<file path="src/rtl/mem_stage_hs_if.sv">
`default_nettype none
// ============================================================================
//  Module   : mem_stage_hs_if
//  Purpose  : Bundle of the EX->MEM inputs, data-memory handshake and
//             MEM/WB outputs of the mem_stage_hs pipeline stage.
//  Modports : master - upstream / memory / testbench side (drives inputs)
//             slave  - the mem_stage_hs stage itself
//  Revision : 1.0 - initial release
// ============================================================================
interface mem_stage_hs_if #(
  parameter int XLEN   = 32,
  parameter int CTRL_W = 64
);
  localparam int MBE_W = XLEN / 8;

  // EX/MEM side
  logic              in_valid;
  logic [XLEN-1:0]   pc_in;
  logic [31:0]       instr_in;
  logic [CTRL_W-1:0] ctrl_in;
  logic [XLEN-1:0]   alu_in;
  logic [XLEN-1:0]   rs2_in;
  logic              br_en_in;
  logic              mem_read_in;
  logic              mem_write_in;
  logic [2:0]        funct3_in;
  logic              stall_in;

  // data-memory handshake
  logic [XLEN-1:0]   data_rdata;
  logic              data_resp;
  logic [XLEN-1:0]   data_addr;
  logic [XLEN-1:0]   data_wdata;
  logic [MBE_W-1:0]  data_mbe;
  logic              data_read;
  logic              data_write;

  // hazard / MEM/WB side
  logic              stall_out;
  logic              out_valid;
  logic [XLEN-1:0]   pc_out;
  logic [XLEN-1:0]   pc_plus4_out;
  logic [31:0]       instr_out;
  logic [CTRL_W-1:0] ctrl_out;
  logic [XLEN-1:0]   alu_out;
  logic [XLEN-1:0]   rdata_out;
  logic [XLEN-1:0]   br_en_out;
  logic              misalign_out;

  modport master (
    output in_valid, pc_in, instr_in, ctrl_in, alu_in, rs2_in, br_en_in,
           mem_read_in, mem_write_in, funct3_in, stall_in, data_rdata, data_resp,
    input  data_addr, data_wdata, data_mbe, data_read, data_write, stall_out,
           out_valid, pc_out, pc_plus4_out, instr_out, ctrl_out, alu_out,
           rdata_out, br_en_out, misalign_out
  );

  modport slave (
    input  in_valid, pc_in, instr_in, ctrl_in, alu_in, rs2_in, br_en_in,
           mem_read_in, mem_write_in, funct3_in, stall_in, data_rdata, data_resp,
    output data_addr, data_wdata, data_mbe, data_read, data_write, stall_out,
           out_valid, pc_out, pc_plus4_out, instr_out, ctrl_out, alu_out,
           rdata_out, br_en_out, misalign_out
  );
endinterface
`default_nettype wire

</file>
<file path="src/rtl/mem_stage_hs.sv">
`default_nettype none
// ============================================================================
//  Module   : mem_stage_hs
//  Purpose  : MEM pipeline stage between EX and WB. Issues a multi-cycle
//             data-memory request and stalls until data_resp, extracts and
//             extends byte/half/word loads, aligns store lanes, flags
//             misaligned accesses and honours WB back-pressure (stall_in).
//  Ports    : clk          - clock, all state on posedge
//             rst_n        - synchronous active-low reset
//             bus          - mem_stage_hs_if.slave (EX inputs, memory
//                            handshake, stall_out, MEM/WB registered outputs)
//             timeout_err  - sticky watchdog flag (MEM_STAGE_TIMEOUT_EN only)
//  Options  : MEM_STAGE_TIMEOUT_EN - adds a WAIT-state watchdog of TMO_CYC
//             cycles that abandons the access and raises timeout_err.
//  Revision : 1.0 - initial release
// ============================================================================
module mem_stage_hs #(
  parameter int XLEN    = 32,
  parameter int MBE_W   = XLEN / 8,
  parameter int CTRL_W  = 64,
  parameter int TMO_CYC = 255
) (
  input  wire logic     clk,
  input  wire logic     rst_n,
  mem_stage_hs_if.slave bus
`ifdef MEM_STAGE_TIMEOUT_EN
  ,
  output logic          timeout_err
`endif
);

  localparam logic [1:0] S_IDLE = 2'd0;
  localparam logic [1:0] S_WAIT = 2'd1;
  localparam logic [1:0] S_HOLD = 2'd2;

  logic [1:0]        state_q, state_d;
  logic [XLEN-1:0]   hold_q;

  logic              valid_q;
  logic [XLEN-1:0]   pc_q, pc4_q, alu_q, rdata_q;
  logic [31:0]       instr_q;
  logic [CTRL_W-1:0] ctrl_q;
  logic              br_q, mis_q;

  logic              w_mem_op, w_size_b, w_size_h, w_size_w, w_sign, w_misalign;
  logic              w_req, w_stall, w_rd, w_wr, w_hold_ld, w_tmo;
  logic [MBE_W-1:0]  w_mbe;
  logic [XLEN-1:0]   w_wdata, w_src, w_ext;
  logic [7:0]        w_byte;
  logic [15:0]       w_half;

  // ---------------------------------------------------------------- decode
  assign w_mem_op   = bus.mem_read_in | bus.mem_write_in;
  assign w_size_b   = (bus.funct3_in[1:0] == 2'b00);
  assign w_size_h   = (bus.funct3_in[1:0] == 2'b01);
  assign w_size_w   = bus.funct3_in[1];
  assign w_sign     = ~bus.funct3_in[2];
  assign w_misalign = w_mem_op &
                      ((w_size_h & bus.alu_in[0]) |
                       (w_size_w & (bus.alu_in[1:0] != 2'b00)));

  // ------------------------------------------------------------- watchdog
`ifdef MEM_STAGE_TIMEOUT_EN
  localparam int CNT_W = $clog2(TMO_CYC + 1);
  logic [CNT_W-1:0] tmo_cnt_q;
  logic             tmo_err_q;
  logic             w_tmo_hit;

  assign w_tmo_hit = (tmo_cnt_q == CNT_W'(TMO_CYC - 1));
  // Abandon only when WB can accept, so the retiring bubble-free result is
  // actually captured in the output register.
  assign w_tmo     = (state_q == S_WAIT) & ~bus.data_resp & ~bus.stall_in & w_tmo_hit;

  always_ff @(posedge clk) begin
    if (!rst_n) begin
      tmo_cnt_q <= '0;
      tmo_err_q <= 1'b0;
    end else begin
      if ((state_q == S_WAIT) && !bus.data_resp) begin
        if (!w_tmo_hit) tmo_cnt_q <= tmo_cnt_q + 1'b1;
      end else begin
        tmo_cnt_q <= '0;
      end
      if (w_tmo) tmo_err_q <= 1'b1;
    end
  end

  assign timeout_err = tmo_err_q;
`else
  assign w_tmo = 1'b0;
`endif

  // --------------------------------------------------------- state register
  always_ff @(posedge clk) begin
    if (!rst_n) begin
      state_q <= S_IDLE;
      hold_q  <= '0;
    end else begin
      state_q <= state_d;
      if (w_hold_ld) hold_q <= bus.data_rdata;
    end
  end

  // -------------------------------------------------------- next-state logic
  always_comb begin
    state_d = state_q;
    case (state_q)
      S_IDLE: begin
        if (w_req && !bus.data_resp)                     state_d = S_WAIT;
        else if (w_req && bus.data_resp && bus.stall_in) state_d = S_HOLD;
      end
      S_WAIT: begin
        if (bus.data_resp) state_d = bus.stall_in ? S_HOLD : S_IDLE;
        else if (w_tmo)    state_d = S_IDLE;
      end
      S_HOLD: begin
        if (!bus.stall_in) state_d = S_IDLE;
      end
      default: state_d = S_IDLE;
    endcase
  end

  // ------------------------------------------------------------ FSM outputs
  always_comb begin
    // No request in HOLD: the response is already latched.
    w_req     = bus.in_valid & w_mem_op & ~w_misalign & (state_q != S_HOLD) & ~w_tmo;
    // HOLD & stall_in is covered by the stall_in term.
    w_stall   = bus.stall_in | (w_req & ~bus.data_resp);
    // Requests drop in the same cycle reset is asserted.
    w_rd      = rst_n & w_req & bus.mem_read_in;
    w_wr      = rst_n & w_req & bus.mem_write_in;
    w_hold_ld = w_req & bus.data_resp & bus.stall_in;
  end

  // ----------------------------------------------------- store lane steering
  always_comb begin
    w_mbe   = '0;
    w_wdata = bus.rs2_in;
    if (w_size_b) begin
      w_wdata = {(XLEN/8){bus.rs2_in[7:0]}};
    end else if (w_size_h) begin
      w_wdata = {(XLEN/16){bus.rs2_in[15:0]}};
    end
    if (w_wr) begin
      if (w_size_b)      w_mbe = MBE_W'(1) << bus.alu_in[1:0];
      else if (w_size_h) w_mbe = MBE_W'(3) << bus.alu_in[1:0];
      else               w_mbe = MBE_W'(15);
    end
  end

  // ------------------------------------------------------ load extraction
  always_comb begin
    w_src = (state_q == S_HOLD) ? hold_q : bus.data_rdata;
    case (bus.alu_in[1:0])
      2'd0:    w_byte = w_src[7:0];
      2'd1:    w_byte = w_src[15:8];
      2'd2:    w_byte = w_src[23:16];
      default: w_byte = w_src[31:24];
    endcase
    w_half = bus.alu_in[1] ? w_src[31:16] : w_src[15:0];
    w_ext  = '0;
    // Misaligned, abandoned and non-load instructions retire with zero data.
    if (bus.mem_read_in && !w_misalign && !w_tmo) begin
      if (w_size_b)      w_ext = {{(XLEN-8){w_sign & w_byte[7]}}, w_byte};
      else if (w_size_h) w_ext = {{(XLEN-16){w_sign & w_half[15]}}, w_half};
      else               w_ext = w_src;
    end
  end

  // ------------------------------------------------------- MEM/WB register
  always_ff @(posedge clk) begin
    if (!rst_n) begin
      valid_q <= 1'b0;
      pc_q    <= '0;
      pc4_q   <= '0;
      instr_q <= '0;
      ctrl_q  <= '0;
      alu_q   <= '0;
      rdata_q <= '0;
      br_q    <= 1'b0;
      mis_q   <= 1'b0;
    end else if (!bus.stall_in) begin
      if (w_stall) begin
        valid_q <= 1'b0;                 // memory wait: insert a bubble
      end else begin
        valid_q <= bus.in_valid;
        pc_q    <= bus.pc_in;
        pc4_q   <= bus.pc_in + XLEN'(4);
        instr_q <= bus.instr_in;
        ctrl_q  <= bus.ctrl_in;
        alu_q   <= bus.alu_in;
        rdata_q <= w_ext;
        br_q    <= bus.br_en_in;
        mis_q   <= w_misalign;
      end
    end
  end

  // ------------------------------------------------------------ outputs
  assign bus.data_addr    = {bus.alu_in[XLEN-1:2], 2'b00};
  assign bus.data_wdata   = w_wdata;
  assign bus.data_mbe     = w_mbe;
  assign bus.data_read    = w_rd;
  assign bus.data_write   = w_wr;
  assign bus.stall_out    = w_stall;
  assign bus.out_valid    = valid_q;
  assign bus.pc_out       = pc_q;
  assign bus.pc_plus4_out = pc4_q;
  assign bus.instr_out    = instr_q;
  assign bus.ctrl_out     = ctrl_q;
  assign bus.alu_out      = alu_q;
  assign bus.rdata_out    = rdata_q;
  assign bus.br_en_out    = {{(XLEN-1){1'b0}}, br_q};
  assign bus.misalign_out = mis_q;

endmodule
`default_nettype wire

</file>
<file path="src/flat_wrapper.sv">
// flat-port wrapper written by rule: the top's interface ports become plain ports
module mem_stage_hs_flat 
#(
  parameter int XLEN    = 32,
  parameter int MBE_W   = XLEN / 8,
  parameter int CTRL_W  = 64,
  parameter int TMO_CYC = 255
)
  (clk, rst_n, bus_in_valid, bus_pc_in, bus_instr_in, bus_ctrl_in, bus_alu_in, bus_rs2_in, bus_br_en_in, bus_mem_read_in, bus_mem_write_in, bus_funct3_in, bus_stall_in, bus_data_rdata, bus_data_resp, bus_data_addr, bus_data_wdata, bus_data_mbe, bus_data_read, bus_data_write, bus_stall_out, bus_out_valid, bus_pc_out, bus_pc_plus4_out, bus_instr_out, bus_ctrl_out, bus_alu_out, bus_rdata_out, bus_br_en_out, bus_misalign_out);
  mem_stage_hs_if #(.XLEN(XLEN), .CTRL_W(CTRL_W)) bus_i ();
  input  wire logic clk;
  input  wire logic rst_n;
  input wire logic [$bits(bus_i.in_valid)-1:0] bus_in_valid;
  input wire logic [$bits(bus_i.pc_in)-1:0] bus_pc_in;
  input wire logic [$bits(bus_i.instr_in)-1:0] bus_instr_in;
  input wire logic [$bits(bus_i.ctrl_in)-1:0] bus_ctrl_in;
  input wire logic [$bits(bus_i.alu_in)-1:0] bus_alu_in;
  input wire logic [$bits(bus_i.rs2_in)-1:0] bus_rs2_in;
  input wire logic [$bits(bus_i.br_en_in)-1:0] bus_br_en_in;
  input wire logic [$bits(bus_i.mem_read_in)-1:0] bus_mem_read_in;
  input wire logic [$bits(bus_i.mem_write_in)-1:0] bus_mem_write_in;
  input wire logic [$bits(bus_i.funct3_in)-1:0] bus_funct3_in;
  input wire logic [$bits(bus_i.stall_in)-1:0] bus_stall_in;
  input wire logic [$bits(bus_i.data_rdata)-1:0] bus_data_rdata;
  input wire logic [$bits(bus_i.data_resp)-1:0] bus_data_resp;
  output wire logic [$bits(bus_i.data_addr)-1:0] bus_data_addr;
  output wire logic [$bits(bus_i.data_wdata)-1:0] bus_data_wdata;
  output wire logic [$bits(bus_i.data_mbe)-1:0] bus_data_mbe;
  output wire logic [$bits(bus_i.data_read)-1:0] bus_data_read;
  output wire logic [$bits(bus_i.data_write)-1:0] bus_data_write;
  output wire logic [$bits(bus_i.stall_out)-1:0] bus_stall_out;
  output wire logic [$bits(bus_i.out_valid)-1:0] bus_out_valid;
  output wire logic [$bits(bus_i.pc_out)-1:0] bus_pc_out;
  output wire logic [$bits(bus_i.pc_plus4_out)-1:0] bus_pc_plus4_out;
  output wire logic [$bits(bus_i.instr_out)-1:0] bus_instr_out;
  output wire logic [$bits(bus_i.ctrl_out)-1:0] bus_ctrl_out;
  output wire logic [$bits(bus_i.alu_out)-1:0] bus_alu_out;
  output wire logic [$bits(bus_i.rdata_out)-1:0] bus_rdata_out;
  output wire logic [$bits(bus_i.br_en_out)-1:0] bus_br_en_out;
  output wire logic [$bits(bus_i.misalign_out)-1:0] bus_misalign_out;
  assign bus_i.in_valid = bus_in_valid;
  assign bus_i.pc_in = bus_pc_in;
  assign bus_i.instr_in = bus_instr_in;
  assign bus_i.ctrl_in = bus_ctrl_in;
  assign bus_i.alu_in = bus_alu_in;
  assign bus_i.rs2_in = bus_rs2_in;
  assign bus_i.br_en_in = bus_br_en_in;
  assign bus_i.mem_read_in = bus_mem_read_in;
  assign bus_i.mem_write_in = bus_mem_write_in;
  assign bus_i.funct3_in = bus_funct3_in;
  assign bus_i.stall_in = bus_stall_in;
  assign bus_i.data_rdata = bus_data_rdata;
  assign bus_i.data_resp = bus_data_resp;
  assign bus_data_addr = bus_i.data_addr;
  assign bus_data_wdata = bus_i.data_wdata;
  assign bus_data_mbe = bus_i.data_mbe;
  assign bus_data_read = bus_i.data_read;
  assign bus_data_write = bus_i.data_write;
  assign bus_stall_out = bus_i.stall_out;
  assign bus_out_valid = bus_i.out_valid;
  assign bus_pc_out = bus_i.pc_out;
  assign bus_pc_plus4_out = bus_i.pc_plus4_out;
  assign bus_instr_out = bus_i.instr_out;
  assign bus_ctrl_out = bus_i.ctrl_out;
  assign bus_alu_out = bus_i.alu_out;
  assign bus_rdata_out = bus_i.rdata_out;
  assign bus_br_en_out = bus_i.br_en_out;
  assign bus_misalign_out = bus_i.misalign_out;
  mem_stage_hs #(.XLEN(XLEN), .MBE_W(MBE_W), .CTRL_W(CTRL_W), .TMO_CYC(TMO_CYC)) u_core (.clk(clk), .rst_n(rst_n), .bus(bus_i));
endmodule
</file>
<file path="config.mk">
export PLATFORM = sky130hd
export DESIGN_NAME = mem_stage_hs_flat
export DESIGN_NICKNAME = d
export VERILOG_FILES = /design/src/rtl/mem_stage_hs_if.sv /design/src/rtl/mem_stage_hs.sv /design/src/flat_wrapper.sv
export SDC_FILE = /design/constraint.sdc
export NUM_CORES = 1
export LEC_CHECK = 0
export CORE_AREA = 3 3 218 220
export CTS_CLUSTER_SIZE = 20
export DETAILED_ROUTE_END_ITERATION = 10
export DIE_AREA = 0 0 221 223
export PLACE_DENSITY = 0.65
export SETUP_SLACK_MARGIN = 0.3
export SLEW_MARGIN = 20
export SYNTH_ARGS = -nofsm -noshare
export SYNTH_HDL_FRONTEND = slang
export SYNTH_SLANG_ARGS = --single-unit
</file>
<file path="constraint.sdc">
create_clock -name clk -period 2.8 [get_ports clk]
set_input_delay 0.56 -clock clk [delete_from_list [all_inputs] [get_ports clk]]
set_output_delay 0.56 -clock clk [all_outputs]
set_load 0.005 [all_outputs]
</file>
==> impl_metrics.json <==
{
  "regArea_um2": 5190,
  "io_buffer_count": 530,
  "final_antenna_net_count": 0,
  "final_cell_area_um2": 18800,
  "dieArea_um2": 49300,
  "fillCellCount": 4503,
  "finalSetupViolCount": 0,
  "start_kind": "flop",
  "ys_warn_count": 0,
  "syn_avg_cell_area_um2": 8.11,
  "end_kind": "output pin",
  "grt_max_degree": 60,
  "avgRoutedWirePerCell_um": 18.7,
  "path_class": "reg -> out",
  "antenna_found_initial": 4,
  "placed_area_um2": 17700,
  "ys_ff_latch": 259,
  "pwr-share-comb_pct": 19.7,
  "ys_seq_area_share_pct": 44.5,
  "h-tree-depth": 1,
  "drtIter0Drc": 591,
  "vdd_drop_max_v": 0.000358,
  "period_minus_slack_ps": 2530,
  "clk_pin_slew_ps": 60,
  "cts_tree": "done",
  "hold_violations": 0,
  "worst_hold_slack_ps": 452,
  "cts_hold_buf": 0,
  "crit_fanout": 3,
  "final_common_cell": "clkdlybuf4s50_1",
  "first_pass_iters": 5,
  "synth_area_um2": 11700,
  "intPower_mw": 7.11,
  "grtUsageTotal_pct": 18.3,
  "power_switching_mw": 2.48,
  "remaining_drc_errors": 0,
  "finClkSkew_ps": 10.8,
  "drt_wl_total_um": 48300,
  "multi_input_area_um2": 5590,
  "hold_class": "reg -> reg",
  "gr-total-overflow": 0,
  "drive_above_1_share_pct": 11.2,
  "worst_slew_pin_slew_ps": 492,
  "rsz0062_at_grt": "yes",
  "p_sw_share_pct": 25.9,
  "maxSlewHeadroom_pct": 67.0,
  "synth_edf_count": 0,
  "start_util_pct": 25.6,
  "maxCapViolations": 0,
  "crit_arrival_ps": 1970,
  "place_ws_ps": -367,
  "p_per_area_nw_per_um2": 509,
  "seqPwrFrac_pct": 41.7,
  "clockRootBuffer": "clkbuf_16",
  "globalplace.congestion": 0.886,
  "clock_path_buffers": 3,
  "grt_pass1_vias": 12071,
  "clk_latency_ps": 560,
  "p_total_mw": 9.58,
  "ys_types": 57,
  "rows": 78,
  "async_flop_share_pct": 0,
  "core-area_um2": 45500,
  "grt_first_pass_wirelength_um": 71900,
  "syn_inst": 1437,
  "routed_via_density": 4.71,
  "clkSinkCount": 259,
  "ys.flop_type": "dfxtp_1",
  "worst_ep_required_time_ps": 2240,
  "slew_violations": 0,
  "dieHeight_um": 223,
  "area_delta_synth_final_pct": 61.6,
  "numCtsBuffers": 30,
  "num_vias": 12128,
  "ioPinCount": 564,
  "power.share.clock_pct": 38.6,
  "antenna_cells": 0,
  "final_min_period_over_clock_period_pct": 90.2,
  "nNetsFinal": 2200,
  "fmax_mhz": 396,
  "layout_common_cells": "496 x clkdlybuf4s50_1, 416 x nand2_1, 258 x dfxtp_1",
  "dieWidth_um": 221,
  "status": "completed",
  "cellLeakagePower_nw": 7.33,
  "dpl.hpwl_um": 37200,
  "timing.final.ws_setup_ps": 273
}
-- repair_timing --
| action | CTS | global route |
|---|---|---|
| resized for setup | 66 | 25 |
| endpoints found under the setup margin | 31 | 15 |
| setup buffers | 11 | 4 |
| cloned | 0 | 0 |
| pin swaps | 7 | 8 |
-- layer usage --
metal | wire (um) | global-route usage [%] | vias to the layer above
met3 | 4530 | 6.05 | 99
met4 | 1820 | 6.63 | 6
met2 | 22900 | 31.1 | 551
li1 | - | - | 5810
met5 | 39 | 0 | -
met1 | 19000 | 21.5 | 5662
-- final cells by class --
type	instances	share of cell area, %
clock buffer	43	4.52
sequential	259	27.5
timing repair buffer	638	33.7
inverter	9	0.233
tap	600	3.99
multi-input combinational	1021	29.7
clock inverter	7	0.332
-- cell families (layout without fill, tap and decap cells) --
logic type | Yosys count | after routing | share of synthesized area [%]
AO/OA/AOI/OAI | 345 | 345 | 16.9
multiplexers | 66 | 66 | 6.27
flip-flops | 259 | 259 | 44.5
AND/OR/NAND/NOR | 544 | 544 | 20.4
buffers and inverters | 189 | 697 | 9.17
adder cells (fa/ha/maj) | 6 | 6 | 0.644
XOR/XNOR | 27 | 27 | 2.03
other | 1 | 33 | 0.0322
-- through the flow --
stage               cells  util [%]  setup TNS, ps
finish               2577      41.4              0
global route         2577      41.4              0
CTS                  2573      41.3              0
detailed placement   2512      38.9         -10500
global placement     2512      38.9          -7040
floorplan            1469         -              0
-- power by group through the flow --
stage          Sequential [mW]  Combinational (mW)  Clock (mW)
2_1_floorplan             4.07               0.691           0
3_3_place_gp              4.06                1.86           0
3_5_place_dp              4.07                1.87           0
4_1_cts                   4.00                1.89        3.81
5_1_grt                   4.02                2.03        3.94
6_report                  3.99                1.89        3.70
-- worst max-delay path, cell delays in order (launching register included) --
cell and delay, ps:
dfxtp_2 320, nor2b_4 120, buf_6 120, nor4_4 240
nand3_2 150, buf_6 140, buf_6 110, a21oi_2 80
buf_2 120
-- Yosys cell counts, drive strengths merged, types with 7 or more instances --
cell,count,share of area (%)
nand2,416,13
dfxtp,259,45
a21oi,232,10
buf,125,7.1
clkbuf,55,1.8
o21ai,50,2.1
mux2,40,3.9
nand3,28,1.2
nor2,27,0.87
mux2i,25,2.1
xor2,19,1.4
a22o,17,1.3
nand4,11,0.64
and4b,10,0.86
nand2b,10,0.54
a211oi,9,0.58
inv,9,0.29
or2,9,0.50
and3,8,0.43
xnor2,8,0.60
a221oi,7,0.53
a311o,7,0.60
a32o,7,0.60
and2,7,0.38
nor4,7,0.82
o31ai,7,0.45
-- flip-flops by register name (all words and copies together), names as in the netlist, 2 cells and up --
signal / flops
u_core.bus.pc_plus4_out: 32
u_core.bus.pc_out: 30
u_core.bus.alu_out: 32
u_core.state_q: 2
u_core.bus.rdata_out: 32
u_core.bus.instr_out: 32
u_core.hold_q: 32
u_core.bus.ctrl_out: 64
-- final timing paths --
kind | cells after the start | start | slack [ps] | end
setup reg to reg | 7 | u_core.state_q[0] | 470 | u_core.bus.rdata_out[30]
hold / removal | 2 | u_core.bus.alu_out[4] | 450 | u_core.bus.alu_out[4]
hold reg to reg | 2 | u_core.bus.alu_out[4] | 450 | u_core.bus.alu_out[4]
setup / recovery | 8 | u_core.state_q[1] | 270 | bus_data_mbe[3]
Power figures use the tool's default switching activity.
